[src/rtl/qpsk_tx_pkg.sv]
// Shared types, constants and the symbol-to-level mapping for the QPSK symbol transmitter.
package qpsk_tx_pkg;

  localparam int unsigned SAMPLE_W = 16;

  typedef struct packed {
    logic i_bit;
    logic q_bit;
  } sym_t;

  // PRBS-9 (x^9 + x^5 + 1), Fibonacci form: feedback from bits 8 and 4
  localparam logic [8:0]  PRBS9_SEED  = 9'h1FF;
  localparam int unsigned PRBS9_TAP_A = 8;
  localparam int unsigned PRBS9_TAP_B = 4;

  function automatic logic signed [SAMPLE_W-1:0] map_level(input logic b,
                                                           input logic [SAMPLE_W-1:0] amp);
    logic signed [SAMPLE_W-1:0] a;
    a = signed'(amp);
    return b ? -a : a;
  endfunction

endpackage

[src/rtl/tx_interp.sv]
// One-rail linear interpolator: blends prev and curr levels by phase, floor-divides by SPS.
module tx_interp
  import qpsk_tx_pkg::*;
#(
  parameter int unsigned SPS      = 2,
  parameter int unsigned LOG2_SPS = $clog2(SPS)
) (
  input  logic signed [SAMPLE_W-1:0] prev_i,
  input  logic signed [SAMPLE_W-1:0] curr_i,
  input  logic        [LOG2_SPS-1:0] phase_i,
  output logic signed [SAMPLE_W-1:0] sample_o
);

  localparam int unsigned AccW = SAMPLE_W + LOG2_SPS + 1;
  localparam int unsigned WgtW = LOG2_SPS + 2;

  logic        [WgtW-1:0] wgt_curr;
  logic        [WgtW-1:0] wgt_prev;
  logic signed [AccW-1:0] acc;

  always_comb begin
    wgt_curr = {2'b00, phase_i} + WgtW'(1);
    wgt_prev = WgtW'(SPS) - wgt_curr;
    // Weights sum to SPS, so the accumulator never exceeds |level| * SPS
    acc      = AccW'(prev_i) * AccW'(signed'(wgt_prev)) +
               AccW'(curr_i) * AccW'(signed'(wgt_curr));
    sample_o = SAMPLE_W'(acc >>> LOG2_SPS);
  end

endmodule

[src/rtl/qpsk_symbol_tx.sv]
// QPSK symbol transmitter: valid/ready symbol intake, interpolated I/Q samples every
// CLKS_PER_SAMPLE clocks. Define QPSK_TX_PRBS_EN to add the prbs_sel internal PRBS-9 source.
module qpsk_symbol_tx
  import qpsk_tx_pkg::*;
#(
  parameter int unsigned SPS             = 2,
  parameter int unsigned CLKS_PER_SAMPLE = 10,
  parameter int unsigned AMP_I           = 23000,
  parameter int unsigned AMP_Q           = 25000
) (
  input  logic                       clk,
  input  logic                       reset,
  input  logic                       sym_valid,
  input  logic [1:0]                 sym_data,
`ifdef QPSK_TX_PRBS_EN
  input  logic                       prbs_sel,
`endif
  output logic                       sym_ready,
  output logic signed [SAMPLE_W-1:0] I_out,
  output logic signed [SAMPLE_W-1:0] Q_out,
  output logic                       sample_stb,
  output logic                       underrun
);

  localparam int unsigned LOG2_SPS = $clog2(SPS);
  localparam int unsigned CntW     = $clog2(CLKS_PER_SAMPLE);
  localparam logic [CntW-1:0]     CntMax = CntW'(CLKS_PER_SAMPLE - 1);
  localparam logic [LOG2_SPS-1:0] PhMax  = LOG2_SPS'(SPS - 1);

  logic [CntW-1:0]     clk_cnt_q, clk_cnt_d;
  logic [LOG2_SPS-1:0] phase_q, phase_d;
  logic signed [SAMPLE_W-1:0] prev_i_q, prev_i_d, curr_i_q, curr_i_d;
  logic signed [SAMPLE_W-1:0] prev_q_q, prev_q_d, curr_q_q, curr_q_d;
  logic signed [SAMPLE_W-1:0] i_out_q, i_out_d, q_out_q, q_out_d;
  logic signed [SAMPLE_W-1:0] i_samp, q_samp;
  logic sample_stb_q, sample_stb_d;
  logic underrun_q, underrun_d;
  logic tick, slot;
  logic src_valid;
  sym_t src_sym;

  assign tick = (clk_cnt_q == CntMax);
  assign slot = tick && (phase_q == PhMax);

`ifdef QPSK_TX_PRBS_EN
  logic [8:0] lfsr_q, lfsr_d, lfsr_step1, lfsr_step2;
  logic       prbs_b0, prbs_b1;

  // Two LFSR steps per slot: first shifted bit drives I, second drives Q
  always_comb begin
    prbs_b0    = lfsr_q[PRBS9_TAP_A] ^ lfsr_q[PRBS9_TAP_B];
    lfsr_step1 = {lfsr_q[7:0], prbs_b0};
    prbs_b1    = lfsr_step1[PRBS9_TAP_A] ^ lfsr_step1[PRBS9_TAP_B];
    lfsr_step2 = {lfsr_step1[7:0], prbs_b1};
    lfsr_d     = (slot && prbs_sel) ? lfsr_step2 : lfsr_q;
    src_sym    = prbs_sel ? '{i_bit: prbs_b0, q_bit: prbs_b1} : sym_t'(sym_data);
    src_valid  = prbs_sel | sym_valid;
    sym_ready  = slot & ~reset & ~prbs_sel;
  end
`else
  always_comb begin
    src_sym   = sym_t'(sym_data);
    src_valid = sym_valid;
    sym_ready = slot & ~reset;
  end
`endif

  always_comb begin
    clk_cnt_d  = tick ? '0 : clk_cnt_q + CntW'(1);
    phase_d    = tick ? phase_q + LOG2_SPS'(1) : phase_q;
    prev_i_d   = prev_i_q;
    curr_i_d   = curr_i_q;
    prev_q_d   = prev_q_q;
    curr_q_d   = curr_q_q;
    underrun_d = underrun_q;
    if (slot) begin
      prev_i_d = curr_i_q;
      prev_q_d = curr_q_q;
      if (src_valid) begin
        curr_i_d = map_level(src_sym.i_bit, SAMPLE_W'(AMP_I));
        curr_q_d = map_level(src_sym.q_bit, SAMPLE_W'(AMP_Q));
      end else begin
        curr_i_d   = '0;
        curr_q_d   = '0;
        underrun_d = 1'b1;
      end
    end
    sample_stb_d = tick;
    i_out_d      = tick ? i_samp : i_out_q;
    q_out_d      = tick ? q_samp : q_out_q;
  end

  tx_interp #(.SPS(SPS)) u_interp_i (
    .prev_i   (prev_i_d),
    .curr_i   (curr_i_d),
    .phase_i  (phase_d),
    .sample_o (i_samp)
  );

  tx_interp #(.SPS(SPS)) u_interp_q (
    .prev_i   (prev_q_d),
    .curr_i   (curr_q_d),
    .phase_i  (phase_d),
    .sample_o (q_samp)
  );

  always_ff @(posedge clk) begin
    if (reset) begin
      clk_cnt_q    <= '0;
      phase_q      <= PhMax;
      prev_i_q     <= '0;
      curr_i_q     <= '0;
      prev_q_q     <= '0;
      curr_q_q     <= '0;
      i_out_q      <= '0;
      q_out_q      <= '0;
      sample_stb_q <= 1'b0;
      underrun_q   <= 1'b0;
`ifdef QPSK_TX_PRBS_EN
      lfsr_q       <= PRBS9_SEED;
`endif
    end else begin
      clk_cnt_q    <= clk_cnt_d;
      phase_q      <= phase_d;
      prev_i_q     <= prev_i_d;
      curr_i_q     <= curr_i_d;
      prev_q_q     <= prev_q_d;
      curr_q_q     <= curr_q_d;
      i_out_q      <= i_out_d;
      q_out_q      <= q_out_d;
      sample_stb_q <= sample_stb_d;
      underrun_q   <= underrun_d;
`ifdef QPSK_TX_PRBS_EN
      lfsr_q       <= lfsr_d;
`endif
    end
  end

  assign I_out      = i_out_q;
  assign Q_out      = q_out_q;
  assign sample_stb = sample_stb_q;
  assign underrun   = underrun_q;

endmodule

[config.mk]
export PLATFORM = sky130hd
export DESIGN_NAME = qpsk_symbol_tx
export DESIGN_NICKNAME = d
export VERILOG_FILES = /design/src/rtl/qpsk_tx_pkg.sv /design/src/rtl/tx_interp.sv /design/src/rtl/qpsk_symbol_tx.sv
export SDC_FILE = /design/constraint.sdc
export NUM_CORES = 1
export LEC_CHECK = 0
export ABC_AREA = 1
export BUFFER_PORTS_ARGS = -buffer_cell sky130_fd_sc_hd__buf_2
export CAP_MARGIN = 40
export CORE_AREA = 10 10 108 135
export CTS_BUF_LIST = sky130_fd_sc_hd__clkbuf_2
export CTS_CLUSTER_DIAMETER = 50
export DETAILED_ROUTE_END_ITERATION = 8
export DIE_AREA = 0 0 118 145
export GPL_TIMING_DRIVEN = 0
export PLACE_DENSITY = 0.83
export REMOVE_ABC_BUFFERS = 1
export SLEW_MARGIN = 20
export SYNTH_ARGS = -nofsm -noshare
export SYNTH_HDL_FRONTEND = slang
export SYNTH_SLANG_ARGS = --single-unit
[constraint.sdc]
create_clock -name clk -period 3.97 [get_ports clk]
set_input_delay 0.1985 -clock clk [delete_from_list [all_inputs] [get_ports clk]]
set_output_delay 0.1985 -clock clk [all_outputs]
set_load 0.02 [all_outputs]
; After elaboration in Yosys (flattened, before gate mapping)
; Index checks and enable logic that the tools add are counted.
[op_classes]
add_sub_neg = 6
mul = 4
n_eq_ne = 1
n_mux = 9
n_bitwise = 3
n_reduce_logical = 3
[op_table]
columns = op, n
row1 = two-way mux 16 bit, 8
row2 = multiplier 16 x 3 -> 17 bit, 4
row3 = adder 17 bit, 2
row4 = "adder 4 x 1 -> 4 bit, second input constant", 1
row5 = "== test 4 bit, second input constant", 1
row6 = "subtractor 2 x 2 -> 3 bit, first input constant", 1
row7 = "adder 1 x 1 -> 2 bit, second input constant", 1
row8 = inverter 1 bit, 2
row9 = AND reduction 2 bit, 1
row10 = OR reduction 2 bit, 1
row11 = "adder 1 bit, second input constant", 1
row12 = AND 1 bit, 1
row13 = logical AND 1 bit, 1
row14 = two-way mux 1 bit, 1
[totals]
regBits = 103
in_bits = 5
output_inout_bits = 35
word_cells = 36

; Depth between registers and ports, before layout
; Gate-level depths: netlist of the first run.
[depth]
depth_word = 6
ltp_mapped = 26
depth_no_buf = 26

; Modules after synthesis
; A second synthesis of the first run with hierarchy kept.
[unflattened]
cells_unflattened = 1130
area_unflattened_um2 = 7269.5
[by_module_without_submodules]
columns = mod, n_inst, cells_each, area_per_inst_um2, seq_area_each_um2
row1 = qpsk_symbol_tx, 1, 536, 3960.0, 2062.0
row2 = tx_interp (u_interp_q), 1, 297, 1657.8, 0.0
row3 = tx_interp (u_interp_i), 1, 297, 1651.6, 0.0

; Least setup slack after synthesis of the first run
; Ideal clock, no wire load.
[synth_timing]
path_type = flip-flop to flip-flop
from = reg clk_cnt_q[1]
to = reg q_out_q[9], in the netlist Q_out[9]
setup_ns = 0.074
arrival_time_ns = 3.790
t_required_ns = 3.896
path_slack_ns = 0.106
stages_incl_launch_ff = 21
n_path_buf = 3
synth_period_minus_slack_ns = 3.864
cell_sequence = dfxtp_1 -> inv_1 -> ha_1 -> nand2_1 -> nor2_1 -> ha_1 -> buf_2 -> clkbuf_1 -> clkbuf_1 -> nor2_1 -> ha_1 -> ha_1 -> ha_1 -> fa_1 -> nand3_1 -> nand2_1 -> a21oi_1 -> o21ai_0 -> nand2_1 -> nand2_1 -> o21ai_0
[synth_between]
elab_chain_len = 6
elab_cells_between_ends = 10
cone_classes = add/sub: 3 / mul: 2 / eq/ne: 1 / mux: 3 / reduce/logical: 1
[synth_rtl]
columns = element, line_no
row1 = from (decl), qpsk_symbol_tx.sv:30  ; logic [CntW-1:0] clk_cnt_q, clk_cnt_d;
row2 = from (signal assigned), qpsk_symbol_tx.sv:123  ; clk_cnt_q <= clk_cnt_d;
row3 = == test 4 bit *, qpsk_symbol_tx.sv:42  ; assign tick = (clk_cnt_q == CntMax);
row4 = named net sample_stb_d, qpsk_symbol_tx.sv:36  ; logic sample_stb_q, sample_stb_d;
row5 = two-way mux 1 bit *, qpsk_symbol_tx.sv:70  ; phase_d = tick ? phase_q + LOG2_SPS'(1) : phase_q;
row6 = named net phase_d, qpsk_symbol_tx.sv:31  ; logic [LOG2_SPS-1:0] phase_q, phase_d;
row7 = adder 1 x 1 -> 2 bit *, tx_interp.sv:22  ; wgt_curr = {2'b00, phase_i} + WgtW'(1);
row8 = subtractor 2 x 2 -> 3 bit, tx_interp.sv:23  ; wgt_prev = WgtW'(SPS) - wgt_curr;
row9 = multiplier 16 x 3 -> 17 bit, tx_interp.sv:25  ; acc = AccW'(prev_i) * AccW'(signed'(wgt_prev)) +
row10 = adder 17 bit *, tx_interp.sv:25
row11 = to (signal assigned), qpsk_symbol_tx.sv:130  ; q_out_q <= q_out_d;
row12 = to (decl), qpsk_symbol_tx.sv:34  ; logic signed [SAMPLE_W-1:0] i_out_q, i_out_d, q_out_q, q_out_d;
; The timed path passes the listed nets; every way through them passes the cells marked *.
; A chain may end at the register's enable or synchronous reset.

; Worst setup path after layout of the first run
[layout_timing]
from = reg clk_cnt_q[0]
to = reg i_out_q[15], in the netlist I_out[15]
[layout_between]
elab_chain_len = 6
elab_cells_between_ends = 10
cone_classes = add/sub: 3 / mul: 2 / eq/ne: 1 / mux: 3 / reduce/logical: 1
[layout_rtl]
columns = element, line_no
row1 = == test 4 bit *, qpsk_symbol_tx.sv:42
row2 = named net sample_stb_d, qpsk_symbol_tx.sv:36
row3 = two-way mux 1 bit, qpsk_symbol_tx.sv:70
row4 = adder 1 x 1 -> 2 bit, tx_interp.sv:22
row5 = subtractor 2 x 2 -> 3 bit, tx_interp.sv:23
row6 = multiplier 16 x 3 -> 17 bit, tx_interp.sv:25
row7 = adder 17 bit, tx_interp.sv:25
row8 = to (signal assigned), qpsk_symbol_tx.sv:129  ; i_out_q <= i_out_d;
row9 = to (decl), qpsk_symbol_tx.sv:34
; Marks and branches as above.

==> metrics.cfg, run 1 <==
[worst_setup_path]
crit_chain=ha_1, nand2_1, nor2_4, ha_4, buf_12, clkinv_16, a21oi_4, a21oi_1, nand2_1, o21ai_0, ha_1, ha_1, ha_1, inv_1, o21ai_0, nand2_1, nand2_1, nand2_1, nand3_1, nand2_1, nand3_1, nand2_1
cpMaxStageDelayCell=dfxtp_2
crit_path_max_incr_delay_ns=0.42
crit_path_frequent_cell=nand2_1
cp.required_ns=4.51
critPathLaunchType=flop
path_class=flop to flop
crit_fanout=21
arrival_ns=4.32
rr_worst_depth=22
crit_path_end_kind=flop

[route]
ant_nets=0
drt-total-wl_mm=15.1
drtPass1Iterations=7
vias=6221
wire_per_inst_um=12.8
drc=0
vias_per_cell=5.26
drt_iter0_markers=336

[power]
p_per_area_nw_per_um2=221
ir_drop_mv=0.141
finalPower_w=0.00169
leakagePower_nw=3.79

[floorplanning]
die_w_um=118
core-area_sq_um=11900
placementRows=45
die-area_sq_um=17100
ios=40
initial_core_util_pct=57.1
fp.dieH_um=145

[yosys]
synth-main-ff-cell=dfxtp_1
ys_warn_count=0
synth-edff-count=0
synth-seq-cells=103
syn-instance-count=994
synth.area.top_cells=dfxtp_1 (30%), ha_1 (17%), nand2_1 (13%)
netlist.area_leader.share_pct=30.2
async_flop_share_pct=0
yosysSeqAreaShare_pct=30.2
synth_area_sq_um=6820
synth.distinct_cells=38
synth_top_cell_by_area=dfxtp_1
avgSynthCellArea_sq_um=6.86

[cells_and_area]
fin_nets=1115
most-common-layout-cells=nand2_1 (238), nor2_1 (135), inv_1 (113), dfxtp_1 (101), ha_1 (80)
final_common_cell=nand2_1
syn_to_final_growth_pct=11.9
drive_above_1_share_pct=12.8
fill_cells=1064

[clock_network]
cts_buffer_depth=2
h-tree-depth=3
path_clk_slew_ns=0.28
cts_tree=done
insertion_delay_ns=0.60
tritoncts.num_buffers=9
root_buffer=clkbuf_2
cts_sinks=103

[place]
pre_cts_ws_ns=-0.825
place_congestion=0.871
numPortBuffers=39
place_hpwl_mm=9.95

[timing]
drv_slew=0
finClkSkew_ns=0.0279
min_period_ns=3.78
tightestPinTransition_ns=0.753
slew_headroom_pct=49.7
fmax_mhz=265
hold_viol_final=0
fin_crit_sh_pct=95.1
setup_viol=0
fin_ws_ns=0.194

[global_routing]
grt_start_max_net_pins=69
grt_pass1_wl_mm=25.1
overflow=0
grt_pass1_vias=5944
grt_use_total_pct=16.8
grt_antenna_before_repair=1

[run_status]
status=completed

[worst_hold_path]
hold_class=input port to flop
hold_depth=5

[flow_run]
drv_cap=0

-- metal layers --
metal  up-vias  share of wire [%]  global-route usage, %  routed length [um]
li1       3196                  -                      -                   -
met1      2843                 43                   18.1                6490
met2       140                 50                   31.7                7550
met3        42                3.7                   3.29                 563
met4         0                3.4                   5.89                 512
met5         -                  0                      0                   0
-- kinds of logic after synthesis --
family / after synthesis / share of synthesized area [%]
compound gates: 160 / 12.9
xor+xnor: 11 / 1.41
fa+ha+maj: 97 / 18.6
buf+inv: 175 / 10.0
flops: 103 / 30.2
mux: 7 / 1.03
other cells: 2 / 0.110
simple gates: 439 / 25.7
-- worst max-delay path: cells and delay by family, from the launching register on --
| family | cells | cell delay [ns] |
|---|---|---|
| adders and majority gates | 5 | 1.31 |
| and+or+nand+nor | 10 | 0.85 |
| AOI/OAI and AO/OA | 4 | 0.79 |
| DFF | 1 | 0.42 |
| buffers and inverters | 3 | 0.34 |
-- cell type report --
cell class,instances,area (sq um),share of cell area (%)
timing repair buffer,62,457,5.98
clock buffer,9,45.0,0.590
timing repair inverter,1,11.3,0.148
inverter,119,480,6.30
tap,164,205,2.69
sequential,103,2060,27.0
clock inverter,7,93.8,1.23
multi-input combinational,717,4270,56.0
antenna,1,2.50,0.0328
-- Yosys cell counts (all sizes together) (6+ instances only) --
library cell / n
nor2: 140
inv: 119
a21oi: 56
xnor2: 8
fa: 7
nand3: 39
mux2i: 7
dfxtp: 103
o21bai: 6
o21ai: 85
nand2: 246
clkbuf: 37
ha: 90
buf: 19
-- flip-flops by register name, summed over array words and instances, names as in the netlist --
| signal | flops |
|---|---|
| I_out | 16 |
| Q_out | 16 |
| curr_i_q | 16 |
| curr_q_q | 16 |
| prev_i_q | 16 |
| prev_q_q | 16 |
| clk_cnt_q | 4 |
| phase_q | 1 |
| sample_stb | 1 |
| underrun | 1 |
-- through the flow --
stage               std cells  hold WS [ns]  util (%)  TNS (ns)  instance area, sq um
floorplan                 939         0.270         -    -17.58                  6590
finish                   1183        0.0338      63.9         0                  7630
global placement         1142         0.431      58.6    -60.01                  6990
detailed placement       1144         0.433      59.1    -16.21                  7050
CTS                      1165       0.00566      61.3         0                  7320
global route             1183        0.0357      63.9  -0.00745                  7630
-- repair_timing --
action | CTS | global route
hold buffers | 0 | 0
setup endpoints to repair | 31 | 19
buffers inserted | 4 | 14
gates resized for setup | 17 | 33
pin swaps | 1 | 5
gates cloned | 1 | 2
-- path summary, 6_finish.rpt --
check / from / end / slack [ns]
max reg2reg: clk_cnt_q[0] / I_out[15] / 0.19
max: clk_cnt_q[0] / I_out[15] / 0.19
min reg2reg: clk_cnt_q[0] / clk_cnt_q[0] / 0.46
min: sym_data[0] / curr_q_q[15] / 0.03
-- power breakdown --
| part | total (W) | switching, W | leakage [nW] | internal (W) |
|---|---|---|---|---|
| combinational | 0.0000633 | 0.0000430 | 2.88 | 0.0000203 |
| clock | 0.000576 | 0.000366 | 0.0803 | 0.000209 |
| sequential | 0.00105 | 0.00000311 | 0.830 | 0.00104 |
| total | 0.00169 | 0.000412 | 3.79 | 0.00127 |
Power figures use the tool's default switching activity.
==> inputs of run 2 (changes only) <==
- ABC_AREA: 1 -> not set
- CORE_AREA: 10 10 108 135 -> 10 10 108 134
- DIE_AREA: 0 0 118 145 -> 0 0 118 144
- PLACE_DENSITY: 0.83 -> 0.82
- SETUP_SLACK_MARGIN: not set -> 0.5
==> run 2 against run 1 <==
Effect of this change:
- the run now ends with negative setup slack left
- clock-buffer cell count is 1 higher
- maximum frequency fell by 16%
- critical path depth is the same
- critical path type unchanged
- largest power group unchanged
==> metrics.cfg, run 2 <==
[place]
numPortBuffers=39  ; unchanged
place_hpwl_mm=9.62  ; -3.3%
dpl_cell_area_sq_um=6870  ; -2.5%
place_congestion=0.833  ; -4.3%

[timing]
fin_crit_sh_pct=113  ; +18 points
fmax_mhz=223  ; -16%
slew_headroom_pct=61.0  ; +11 points
hold_viol_final=0  ; unchanged
drv_slew=0  ; unchanged
min_period_ns=4.49  ; +0.713 ns
fin_ws_ns=-0.519  ; -0.713 ns
tns_ns=-6.10  ; -6.10 ns
setup_viol=23  ; +23
finClkSkew_ns=0.0571  ; +0.0293 ns
tightestPinTransition_ns=0.579  ; -0.174 ns
grt_setup_unrepaired=true

[worst_setup_path]
crit_path_max_incr_delay_ns=0.39  ; -0.03 ns
critPathLaunchType=flop
cp.depth=22  ; unchanged
rr_worst_depth=22  ; unchanged
cp.required_ns=4.59  ; +0.08 ns
critical-path-top-delay-family=compound AO/OA/AOI/OAI gates
path_buf_inv=6  ; +3
crit_path_end_kind=flop
path_class=flop to flop
crit_chain=inv_2, ha_4, nand2_4, or2_4, inv_12, ha_4, buf_6, clkinvlp_4, buf_12, a21boi_4, o21ai_0, ha_1, ha_4, ha_4, o211ai_1, nor3_4, a2111oi_4, buf_4, o21bai_1, xor2_1, nand2_1, a21oi_1
arrival_ns=5.11  ; +0.79 ns
cpMaxStageDelayCell=dfxtp_2
crit_path_frequent_cell=ha_4
crit_fanout=11  ; -48%

[cells_and_area]
final_common_cell=dfxtp_1
fin_area_sq_um=9520  ; +25%
drive_above_1_share_pct=40.0  ; +27 points
most-common-layout-cells=dfxtp_1 (101), nor2_1 (88), buf_4 (79), nand2_1 (67), ha_4 (47)
fin_util_pct=79.8  ; +16 points
syn_to_final_growth_pct=44.1
fin_nets=1005  ; -9.9%

[worst_hold_path]
hold_class=input port to flop
hold_depth=4  ; -1

[clock_network]
h-tree-depth=3  ; unchanged
path_clk_slew_ns=0.34  ; +0.06 ns
cts_tree=done
insertion_delay_ns=0.65  ; +0.05 ns
cts_buffer_depth=2  ; unchanged
root_buffer=clkbuf_2
cts_sinks=103  ; unchanged
tritoncts.num_buffers=9  ; unchanged

[yosys]
syn-instance-count=791  ; -20%
async_flop_share_pct=0  ; unchanged
synth-main-ff-cell=dfxtp_1
avgSynthCellArea_sq_um=8.35  ; +22%
synth.distinct_cells=46  ; +21%
synth.most_common_cell=dfxtp_1
synth.area.top_cells=dfxtp_1 (31%), ha_1 (17%), mux2i_1 (6.8%)
synth_area_sq_um=6610  ; -3.1%
netlist.area_leader.share_pct=31.2  ; +0.97 points
yosys-top-cells-count=dfxtp_1 (103), nor2_1 (96), ha_1 (90)
yosysSeqAreaShare_pct=31.2  ; +0.97 points
synth-edff-count=0  ; unchanged
synth-seq-cells=103  ; unchanged
ys_warn_count=0  ; unchanged
synth_top_cell_by_area=dfxtp_1

[floorplanning]
fp.dieH_um=144  ; -0.69%
ios=40  ; unchanged
placementRows=45  ; unchanged
die-area_sq_um=17000  ; -0.69%
core-area_sq_um=11900  ; unchanged
initial_core_util_pct=55.4  ; -1.8 points
die_w_um=118  ; unchanged

[global_routing]
grt_antenna_before_repair=0  ; -1
grt_pass1_wl_mm=35.3  ; +41%
grt_pass1_vias=6810  ; +15%
overflow=0  ; unchanged
grt_use_total_pct=25.5  ; +8.7 points
grt_start_max_net_pins=61  ; -12%

[power]
p_per_area_nw_per_um2=184  ; -17%
ir_drop_mv=0.160  ; +14%
leakagePower_nw=4.09  ; +8.0%

[route]
drtPass1Iterations=6  ; -1
vias_per_cell=6.69  ; +27%
vias=7175  ; +15%
wire_per_inst_um=26.2  ; +100%
drt_iter0_markers=991  ; +190%
drc=0  ; unchanged
ant_nets=0  ; unchanged
drt-total-wl_mm=28.1  ; +86%

[run_status]
status=complete, but fails checks
failed_checks=negative setup slack

[flow_run]
drv_cap=0  ; unchanged

-- run 2: changes by cell type after synthesis, moves of 10 or more --
cell / previous run / this run
o21ai_0: 79 / 33
o21a_1: 0 / 16
clkbuf_1: 37 / 51
nand3_1: 39 / 9
xnor2_1: 8 / 22
and2_1: 0 / 14
mux2i_1: 7 / 45
inv_1: 113 / 23
nand2_1: 242 / 82
nor2_1: 138 / 96
a211oi_1: 0 / 10
buf_2: 12 / 2
a21oi_1: 53 / 76
-- run 2: final cells by class --
| cell class | instances | area (sq um) |
|---|---|---|
| fill | 622 | 2410 |
| multi-input combinational | 605 | 5530 |
| sequential | 103 | 2060 |
| inverter | 23 | 103 |
| antenna | 1 | 2.50 |
| tap | 164 | 205 |
| timing repair inverter | 2 | 17.5 |
| timing repair buffer | 159 | 1470 |
| clock buffer | 10 | 50.0 |
| clock inverter | 6 | 85.1 |
-- run 2: cell families (layout without fill, tap and decap cells) --
logic type                 after synthesis  count (layout)  share of synthesized area (%)
and+or+nand+nor                        244             246                           16.4
DFF                                    103             103                           31.2
xor gates and xnor gates                32              32                           4.24
muxes                                   45              45                           6.82
adders and majority gates               97              97                           19.2
AOI/OAI and AO/OA                      182             182                           17.1
buffers and inverters                   86             200                           4.98
other                                    2               4                          0.114
-- run 2: worst min-delay path: cells and delay by family --
kind | cells | cell delay, ns
simple gates | 3 | 0.40
buf+inv | 1 | 0.16
-- run 2: report_power, final --
| group | leakage, nW | switching (W) | internal (W) |
|---|---|---|---|
| Clock | 0.0795 | 0.000405 | 0.000208 |
| Combinational | 3.18 | 0.0000564 | 0.0000333 |
| Sequential | 0.830 | 0.00000441 | 0.00104 |
-- run 2: what timing repair did --
item,in CTS,in global routing
buffers inserted,88,20
pin swaps,75,72
cloned,8,3
gates resized for setup,181,111
hold buffers,1,0
setup endpoints to repair,39,29
hold endpoints to repair,28,0
-- run 2: metal layers --
| metal | up-vias | track usage (%) | routed length (um) |
|---|---|---|---|
| met5 | - | 0 | 0 |
| met4 | 0 | 19.0 | 2680 |
| met3 | 257 | 4.80 | 2860 |
| met2 | 640 | 45.0 | 13000 |
| met1 | 3331 | 26.8 | 9550 |
| li1 | 2947 | - | - |
-- run 2: final timing paths --
kind | from | end | slack [ns]
max | clk_cnt_q[1] | I_out[9] | -0.52
min reg2reg | underrun | underrun | 0.47
min | sym_data[1] | curr_i_q[9] | 0.09
max reg2reg | clk_cnt_q[1] | I_out[9] | -0.52
-- run 2: metrics by stage --
stage          cells  total power, W  hold WS [ns]  worst slack [ns]
3_5_place_dp     936         0.00112         0.440             -2.22
6_report        1073         0.00175        0.0937            -0.519
4_1_cts         1049         0.00170        0.0585            -0.139
2_1_floorplan    729         0.00109         0.268             -3.48
5_1_grt         1072         0.00178        0.0788            -0.564
3_3_place_gp     932         0.00111         0.433             -5.51
